File: src/rtl/fp_mul_pipe.sv
// ---------------------------------------------------------------------------
// fp_mul_pipe
//
// Three-stage pipelined IEEE-754 floating-point multiplier with valid/ready
// handshakes on both sides. One product per cycle when the output is being
// drained. Results come back in order, three cycles after acceptance.
//
// Stage 1 : unpack, sign, biased exponent sum, operand classification
// Stage 2 : mantissa product (hidden bits included)
// Stage 3 : normalise, round, special-value / overflow / underflow select
//
// Subnormal operands are flushed to zero. Special operands produce Inf,
// signed zero or the canonical quiet NaN.
//
// Configuration macro:
//   FP_MUL_RNE_EN  defined   -> round-to-nearest-even
//                  undefined -> truncation (round toward zero)
//
// Parameters:
//   N  total word width
//   M  stored fraction width
//   E  exponent field width
//   B  exponent bias, 2^(E-1)-1
//
// Ports:
//   clk        clock, rising edge
//   rst        synchronous active-high reset
//   in_valid   operand pair a/b valid
//   in_ready   block can accept an operand pair this cycle
//   a, b       operands {sign, exp[E], frac[M]}
//   out_valid  result valid
//   out_ready  downstream accepts the result
//   out        product
//   ovrf       overflow flag, qualified by out_valid
//   undrf      underflow flag, qualified by out_valid
//   invalid    invalid-operation flag, qualified by out_valid
// ---------------------------------------------------------------------------
module fp_mul_pipe #(
    parameter int N = 32,
    parameter int M = 23,
    parameter int E = 8,
    parameter int B = 127
) (
    input  logic         clk,
    input  logic         rst,
    input  logic         in_valid,
    output logic         in_ready,
    input  logic [N-1:0] a,
    input  logic [N-1:0] b,
    output logic         out_valid,
    input  logic         out_ready,
    output logic [N-1:0] out,
    output logic         ovrf,
    output logic         undrf,
    output logic         invalid
);

`ifdef FP_MUL_RNE_EN
    localparam int PW    = 2 * M + 2;
    localparam int SHIFT = 0;
`else
    localparam int PW    = M + 2;
    localparam int SHIFT = M;
`endif

    localparam logic signed [E+1:0] BIAS    = (E+2)'(B);
    localparam logic signed [E+1:0] ONE     = (E+2)'(1);
    localparam logic signed [E+1:0] ZERO_ES = '0;
    localparam logic signed [E+1:0] ES_MAX  = (E+2)'((1 << E) - 1);
    localparam logic [N-1:0]        QNAN    = {1'b0, {E{1'b1}}, 1'b1, {(M-1){1'b0}}};

    logic adv;

    logic [E-1:0] ea;
    logic [E-1:0] eb;
    logic [M-1:0] fa;
    logic [M-1:0] fb;
    logic         a_zero;
    logic         b_zero;
    logic         a_inf;
    logic         b_inf;
    logic         a_nan;
    logic         b_nan;
    logic signed [E+1:0] es_c;

    logic                s1_valid;
    logic                s1_sign;
    logic signed [E+1:0] s1_es;
    logic                s1_inv;
    logic                s1_inf;
    logic                s1_zero;
    logic [M:0]          s1_ma;
    logic [M:0]          s1_mb;

    logic                s2_valid;
    logic                s2_sign;
    logic signed [E+1:0] s2_es;
    logic                s2_inv;
    logic                s2_inf;
    logic                s2_zero;
    logic [PW-1:0]       s2_prod;

    logic                norm_hi;
    logic [M-1:0]        frac_n;
    logic signed [E+1:0] es_n;
    logic [M-1:0]        frac_r;
    logic signed [E+1:0] es_r;

    logic [N-1:0]        res;
    logic                r_ovrf;
    logic                r_undrf;
    logic                r_inv;

`ifdef FP_MUL_RNE_EN
    logic                guard;
    logic                sticky;
    logic                inc;
    logic [M:0]          frac_sum;
`endif

    // The whole pipeline moves as one: it advances whenever the output
    // register is empty or is being consumed this cycle, and stalls
    // otherwise. The input side is ready exactly when the pipe advances.
    assign adv      = !out_valid || out_ready;
    assign in_ready = adv;

    // Stage 1 combinational: split the operands into fields, classify each
    // one and form the biased exponent sum. The sum is kept signed and two
    // bits wider than the field so that both overflow and underflow remain
    // visible after normalisation and rounding have added to it.
    always_comb begin
        ea     = a[N-2 -: E];
        eb     = b[N-2 -: E];
        fa     = a[M-1:0];
        fb     = b[M-1:0];
        a_zero = (ea == '0);
        b_zero = (eb == '0);
        a_inf  = (ea == '1) && (fa == '0);
        b_inf  = (eb == '1) && (fb == '0);
        a_nan  = (ea == '1) && (fa != '0);
        b_nan  = (eb == '1) && (fb != '0);
        es_c   = $signed({2'b00, ea}) + $signed({2'b00, eb}) - BIAS;
    end

    // Stage 1 valid bit. Only valids are reset; the datapath registers are
    // don't-care while their valid is low.
    always_ff @(posedge clk) begin
        if (rst) begin
            s1_valid <= 1'b0;
        end else if (adv) begin
            s1_valid <= in_valid;
        end
    end

    // Stage 1 datapath. The class of the pair is reduced to three bits here:
    // invalid (any NaN, or Inf times zero), any Inf, any zero. Stage 3 only
    // ever needs them in that priority order. Subnormals count as zero, so
    // their mantissa is never looked at downstream.
    always_ff @(posedge clk) begin
        if (adv) begin
            s1_sign <= a[N-1] ^ b[N-1];
            s1_es   <= es_c;
            s1_inv  <= a_nan || b_nan || (a_inf && b_zero) || (a_zero && b_inf);
            s1_inf  <= a_inf || b_inf;
            s1_zero <= a_zero || b_zero;
            s1_ma   <= {1'b1, fa};
            s1_mb   <= {1'b1, fb};
        end
    end

    // Stage 2 valid bit.
    always_ff @(posedge clk) begin
        if (rst) begin
            s2_valid <= 1'b0;
        end else if (adv) begin
            s2_valid <= s1_valid;
        end
    end

    // Stage 2 datapath: the mantissa product. With rounding enabled the full
    // 2M+2 bit product is kept because guard and sticky need the low bits.
    // With truncation only the bits that can reach the result fraction are
    // stored, so the low half of the product is dropped right here.
    always_ff @(posedge clk) begin
        if (adv) begin
            s2_sign <= s1_sign;
            s2_es   <= s1_es;
            s2_inv  <= s1_inv;
            s2_inf  <= s1_inf;
            s2_zero <= s1_zero;
            s2_prod <= PW'(({{(M+1){1'b0}}, s1_ma} * {{(M+1){1'b0}}, s1_mb}) >> SHIFT);
        end
    end

    // Stage 3 normalise. The product of two mantissas in [1,2) lies in
    // [1,4); when its top bit is set the binary point moves one place left,
    // which costs one exponent increment.
    always_comb begin
        norm_hi = s2_prod[PW-1];
        if (norm_hi) begin
            frac_n = s2_prod[PW-2 -: M];
            es_n   = s2_es + ONE;
        end else begin
            frac_n = s2_prod[PW-3 -: M];
            es_n   = s2_es;
        end
    end

`ifdef FP_MUL_RNE_EN
    // Stage 3 round-to-nearest-even. Round up when above the halfway point
    // or exactly on it with an odd fraction. A carry out of the fraction
    // means the mantissa reached 2.0: the fraction wraps to zero and the
    // exponent takes one more increment.
    always_comb begin
        if (norm_hi) begin
            guard  = s2_prod[M];
            sticky = |s2_prod[M-1:0];
        end else begin
            guard  = s2_prod[M-1];
            sticky = |s2_prod[M-2:0];
        end
        inc      = guard && (sticky || frac_n[0]);
        frac_sum = {1'b0, frac_n} + {{M{1'b0}}, inc};
        frac_r   = frac_sum[M-1:0];
        es_r     = frac_sum[M] ? (es_n + ONE) : es_n;
    end
`else
    // Stage 3 truncation: the bits below the fraction are simply discarded,
    // so there is no rounding carry and the exponent is unchanged.
    always_comb begin
        frac_r = frac_n;
        es_r   = es_n;
    end
`endif

    // Stage 3 result select, highest priority first: invalid operation,
    // infinite operand, zero operand, exponent overflow, exponent underflow,
    // normal result. Only the first, fourth and fifth cases raise a flag,
    // so at most one flag is ever set for a result.
    always_comb begin
        res     = {s2_sign, es_r[E-1:0], frac_r};
        r_ovrf  = 1'b0;
        r_undrf = 1'b0;
        r_inv   = 1'b0;
        if (s2_inv) begin
            res   = QNAN;
            r_inv = 1'b1;
        end else if (s2_inf) begin
            res = {s2_sign, {E{1'b1}}, {M{1'b0}}};
        end else if (s2_zero) begin
            res = {s2_sign, {(N-1){1'b0}}};
        end else if (es_r >= ES_MAX) begin
            res    = {s2_sign, {E{1'b1}}, {M{1'b0}}};
            r_ovrf = 1'b1;
        end else if (es_r <= ZERO_ES) begin
            res     = {s2_sign, {(N-1){1'b0}}};
            r_undrf = 1'b1;
        end
    end

    // Output register. Holds the result and its flags while the downstream
    // stalls; reset clears everything so no stale result is ever presented.
    always_ff @(posedge clk) begin
        if (rst) begin
            out_valid <= 1'b0;
            out       <= '0;
            ovrf      <= 1'b0;
            undrf     <= 1'b0;
            invalid   <= 1'b0;
        end else if (adv) begin
            out_valid <= s2_valid;
            out       <= res;
            ovrf      <= r_ovrf;
            undrf     <= r_undrf;
            invalid   <= r_inv;
        end
    end

endmodule

File: config.mk
export PLATFORM = sky130hd
export DESIGN_NAME = fp_mul_pipe
export DESIGN_NICKNAME = d
export VERILOG_FILES = /design/src/rtl/fp_mul_pipe.sv
export SDC_FILE = /design/constraint.sdc
export NUM_CORES = 2
export LEC_CHECK = 0
export ABC_CLOCK_PERIOD_IN_PS = 18100
export CAP_MARGIN = 40
export CORE_MARGIN = 5
export CORE_UTILIZATION = 35
export DETAILED_ROUTE_END_ITERATION = 6
export PLACE_DENSITY_LB_ADDON = 0.08
export SKIP_CTS_REPAIR_TIMING = 1
export SYNTH_ARGS = -nofsm -noshare
export SYNTH_HDL_FRONTEND = slang
export SYNTH_SLANG_ARGS = --single-unit
File: constraint.sdc
create_clock -name clk -period 18.1 [get_ports clk]
set_input_delay 1.81 -clock clk [delete_from_list [all_inputs] [get_ports clk]]
set_output_delay 1.81 -clock clk [all_outputs]
set_load 0.005 [all_outputs]
======== Word level (Yosys, flattened, before mapping) ========
Index checks and enable logic that the tools add are counted.
storage, ports and cells
  bits in registers ....................... 137
  word-level logic and storage cells ...... 65
  input port bits ......................... 68
operators by class
  equality and inequality tests ........... 2
  $add $sub $neg .......................... 3
  reduce and logical (&&, ||, !) cells .... 19
  bitwise operators ....................... 1
  order comparisons ....................... 2
  multipliers ............................. 1
  muxes and demuxes ....................... 17
operator list
  kind                   number
  $mux 31                4
  $mul 24x24->48         1
  $logic_not 23->1       2
  $reduce_bool 23->1     2
  $mux 32                1
  $mux 23                1
  $eq 8x8->1 const B     2
  $logic_not 8->1        2
  $add 10x2->10 const B  1
  $ge 10x9->1 const B    1
  $le 10x1->1 const B    1
  $mux 1                 10
  $mux 10                1
  $sub 9x7->10 const B   1
  $add 8x8->9            1
  $logic_and 1x1->1      6
  $logic_or 1x1->1       6
  $logic_not 1->1        1
  $xor 1x1->1            1

======== Logic depth before layout (Yosys ltp) ========
  word-level depth ........................ 8
  gate-level depth with buffers ........... 26
  gate-level depth less buffers ........... 24

======== Least setup slack after synthesis ========
Ideal clock, no wire load.
  path type ............................... input -> output
  start ................................... in out_ready
  end ..................................... out in_ready
  data arrival time ....................... 5.076 ns
  setup slack ............................. 11.214 ns
  stages .................................. 4
  path through ............................ nor2b_1 > clkbuf_1 > inv_1 > buf_1
on the way
  word-level cells in the longest chain between the ends .. 1
RTL lines
  what              line  RTL
  from (decl)       51    input logic out_ready,
  $logic_or 1x1->1  124   assign adv = !out_valid || out_ready;
  to (decl)         47    output logic in_ready,
Every way passes these cells.

======== Worst setup path in the final report ========
  start ................................... reg s1_ma[8]
  end ..................................... reg s2_prod[12] (data pin)
on the way
  word-level cells in the longest chain between the ends .. 1
RTL lines
  what                    line  RTL
  from (decl)             92    logic [M:0] s1_ma;
  from (signal assigned)  166   s1_ma <= {1'b1, fa};
  $mul 24x24->48          191   s2_prod <= PW'(({{(M+1){1'b0}}, s1_ma} * {{(M+1){1'b0}}, s1_mb}) >> SHIFT);
  to (signal assigned)    191
  to (decl)               101   logic [PW-1:0] s2_prod;
Every way passes these cells.
A chain may end at the register's enable or synchronous reset.

==> results.cfg <==
[min_path]
hold_class = reg -> reg
min_path_cells = 0

[timing]
setup_viol = 0
worst_pin_slew_ns = 0.885
rsz0062_at_grt = false
fin_skew_ns = 0.0148
fin_crit_sh_pct = 43.0
max_slew_margin_pct = 41.0
finalHoldViolCount = 0
tns_ns = 0
maxSlewViolCount = 0
clock.fmax_mhz = 129
fin_crit_ns = 7.77

[logic_synthesis]
synth_most_common_cell = inv_1
synth.area.top_cells = fa_1, edfxtp_1, ha_1
syn_nets = 3163
synth_cells = 2428
synth_top_area_share_pct = 41.0
synth-async-reset-ratio_pct = 0
synth_enable_flop_cells = 99
synth_common_cells = inv_1, fa_1, nand2_1, and2_1, ha_1
yosysTopAreaCell = fa_1
syn_area_um2 = 23500
yosys_warnings = 0
synth.avg_cell_area_um2 = 9.70
synthFlopType = edfxtp_1
ys_types = 59
synth_seq_cells = 137
ys_seq_area_share_pct = 15.9

[clock_tree]
cts_buffer_depth = 2
clk_pin_slew_ns = 0.07
root_buffer = clkbuf_16
h-tree-depth = 4
cts_made_buffers = 17
clock-sinks = 137
cts_tree = yes
clk_latency_ns = 0.48

[global_route]
grt_pass1_vias = 18200
track_usage_pct = 20.1
antenna_found_initial = 5
grt_pass1_wl_um = 110000
grt_max_degree = 52
grt-ovfl-total = 0

[routing]
first_iter_violations = 722
vias = 16600
ant_nets = 0
wl_um = 71800
first_pass_iters = 5
drc = 0
vias_per_cell = 4.89
wl_per_cell_um = 21.2

[setup_path]
cp.required_ns = 18.32
end_kind = flop
ff2ff_path_depth = 24
critical_path_class = reg -> reg
critPathLaunchType = flop
path_max_fanout = 21
critPathArrivalTime_ns = 7.99

[placed_design]
port_buffers = 104
routabilityCongestion = 0.872
dpl.hpwl_um = 55300

[floorplan]
die_y_um = 269
ioPinCount = 105
core-area_um2 = 66900
core.rowCount = 95
initial_core_util_pct = 35.2
die-area_um2 = 72500
fp.dieW_um = 269

[layout]
synthToLayoutAreaGrowth_pct = 12.0
fin_nets = 3229
drive_above_1_share_pct = 3.91

[run_status]
status = complete, no violations

[run]
drv_cap = 0
routing by layer:
| metal | wire, um | share of wire (%) | track usage [%] | vias to the layer above |
|---|---|---|---|---|
| met5 | 26 | 0.036 | 0.263 | - |
| met4 | 2000 | 2.8 | 5.96 | 2 |
| met3 | 3120 | 4.3 | 3.07 | 84 |
| met2 | 35600 | 50 | 34.4 | 327 |
| met1 | 31000 | 43 | 26.6 | 8664 |
| li1 | - | - | - | 7473 |
final timing paths:
path / from / slack (ns) / endpoint
max: s1_ma[8]$_DFFE_PP_ / 10.33 / s2_prod[12]$_DFFE_PP_
min: s1_es[7]$_DFFE_PP_ / 0.42 / s2_es[7]$_DFFE_PP_
max reg2reg: s1_ma[8]$_DFFE_PP_ / 10.33 / s2_prod[12]$_DFFE_PP_
min reg2reg: s1_es[7]$_DFFE_PP_ / 0.42 / s2_es[7]$_DFFE_PP_
area by class of cell:
class	instances	area, um2
inverter	567	2130
clock inverter	13	165
clock buffer	19	464
tap	873	1090
antenna	4	10.0
sequential	137	3730
multi-input combinational	1617	17300
timing repair buffer	154	1490
fill	6712	40600
critical path: stages, from the launching register on:
cell and delay [ns]:
edfxtp_1 0.89, inv_1 0.31, nor2_1 0.22, fa_1 0.47, fa_1 0.53, inv_1 0.05
fa_1 0.47, inv_1 0.05, fa_1 0.49, inv_1 0.05, fa_1 0.52, inv_1 0.05
fa_1 0.48, inv_1 0.05, fa_1 0.47, inv_1 0.04, ha_1 0.33, a21oi_1 0.20
o21ai_0 0.12, a211o_1 0.30, a21oi_1 0.40, a31oi_2 0.29, a41o_1 0.34, a221oi_1 0.29
xnor2_1 0.09
logic make-up after synthesis:
| group | after synthesis | share of synthesized area, % |
|---|---|---|
| AOI/OAI and AO/OA | 175 | 5.00 |
| and+or+nand+nor | 708 | 14.9 |
| xor gates and xnor gates | 43 | 1.60 |
| buffers and inverters | 674 | 10.8 |
| muxes | 24 | 1.02 |
| DFF | 137 | 15.9 |
| adders and majority gates | 667 | 50.8 |
flip-flops by register name (all words and copies together), names as in the netlist, 10 cells and up:
register	cells
s2_prod	25
s1_mb	23
s1_ma	23
s2_es	10
out	32
s1_es	10
through the flow:
step / area, um2 / utilization (%) / hold slack, ns / setup slack (ns) / instances
final: 26400 / 39.4 / 0.419 / 10.33 / 3384
after global routing: 26300 / 39.4 / 0.434 / 9.95 / 3380
after CTS: 26300 / 39.4 / 0.422 / 10.27 / 3380
after detailed placement: 25700 / 38.4 / 0.406 / 10.25 / 3348
after global placement: 25600 / 38.2 / 0.405 / 10.35 / 3340
after floorplan: 23500 / - / 0.400 / 11.21 / 2428
cells in the final DEF (no fill, tap or decap), types with 6 or more instances in the layout:
cell type	synthesis	routed
a21o_1	20	20
a21oi_1	46	46
a31oi_1	8	8
and2_1	247	247
buf_4	0	42
clkbuf_16	0	18
clkdlybuf4s50_1	0	104
dfxtp_1	38	38
edfxtp_1	99	99
fa_1	482	482
ha_1	185	185
inv_1	566	565
inv_8	0	6
mux2i_1	24	24
nand2_1	312	312
nand3_1	13	13
nand4_1	13	13
nor2_1	60	60
nor3_1	14	14
nor4_1	15	15
o21ai_0	41	41
o221a_2	7	7
xnor2_1	27	27
xor2_1	16	16
Power is not shown: default switching activity piles up to over one toggle a cycle in this logic, so the estimate is an artifact.
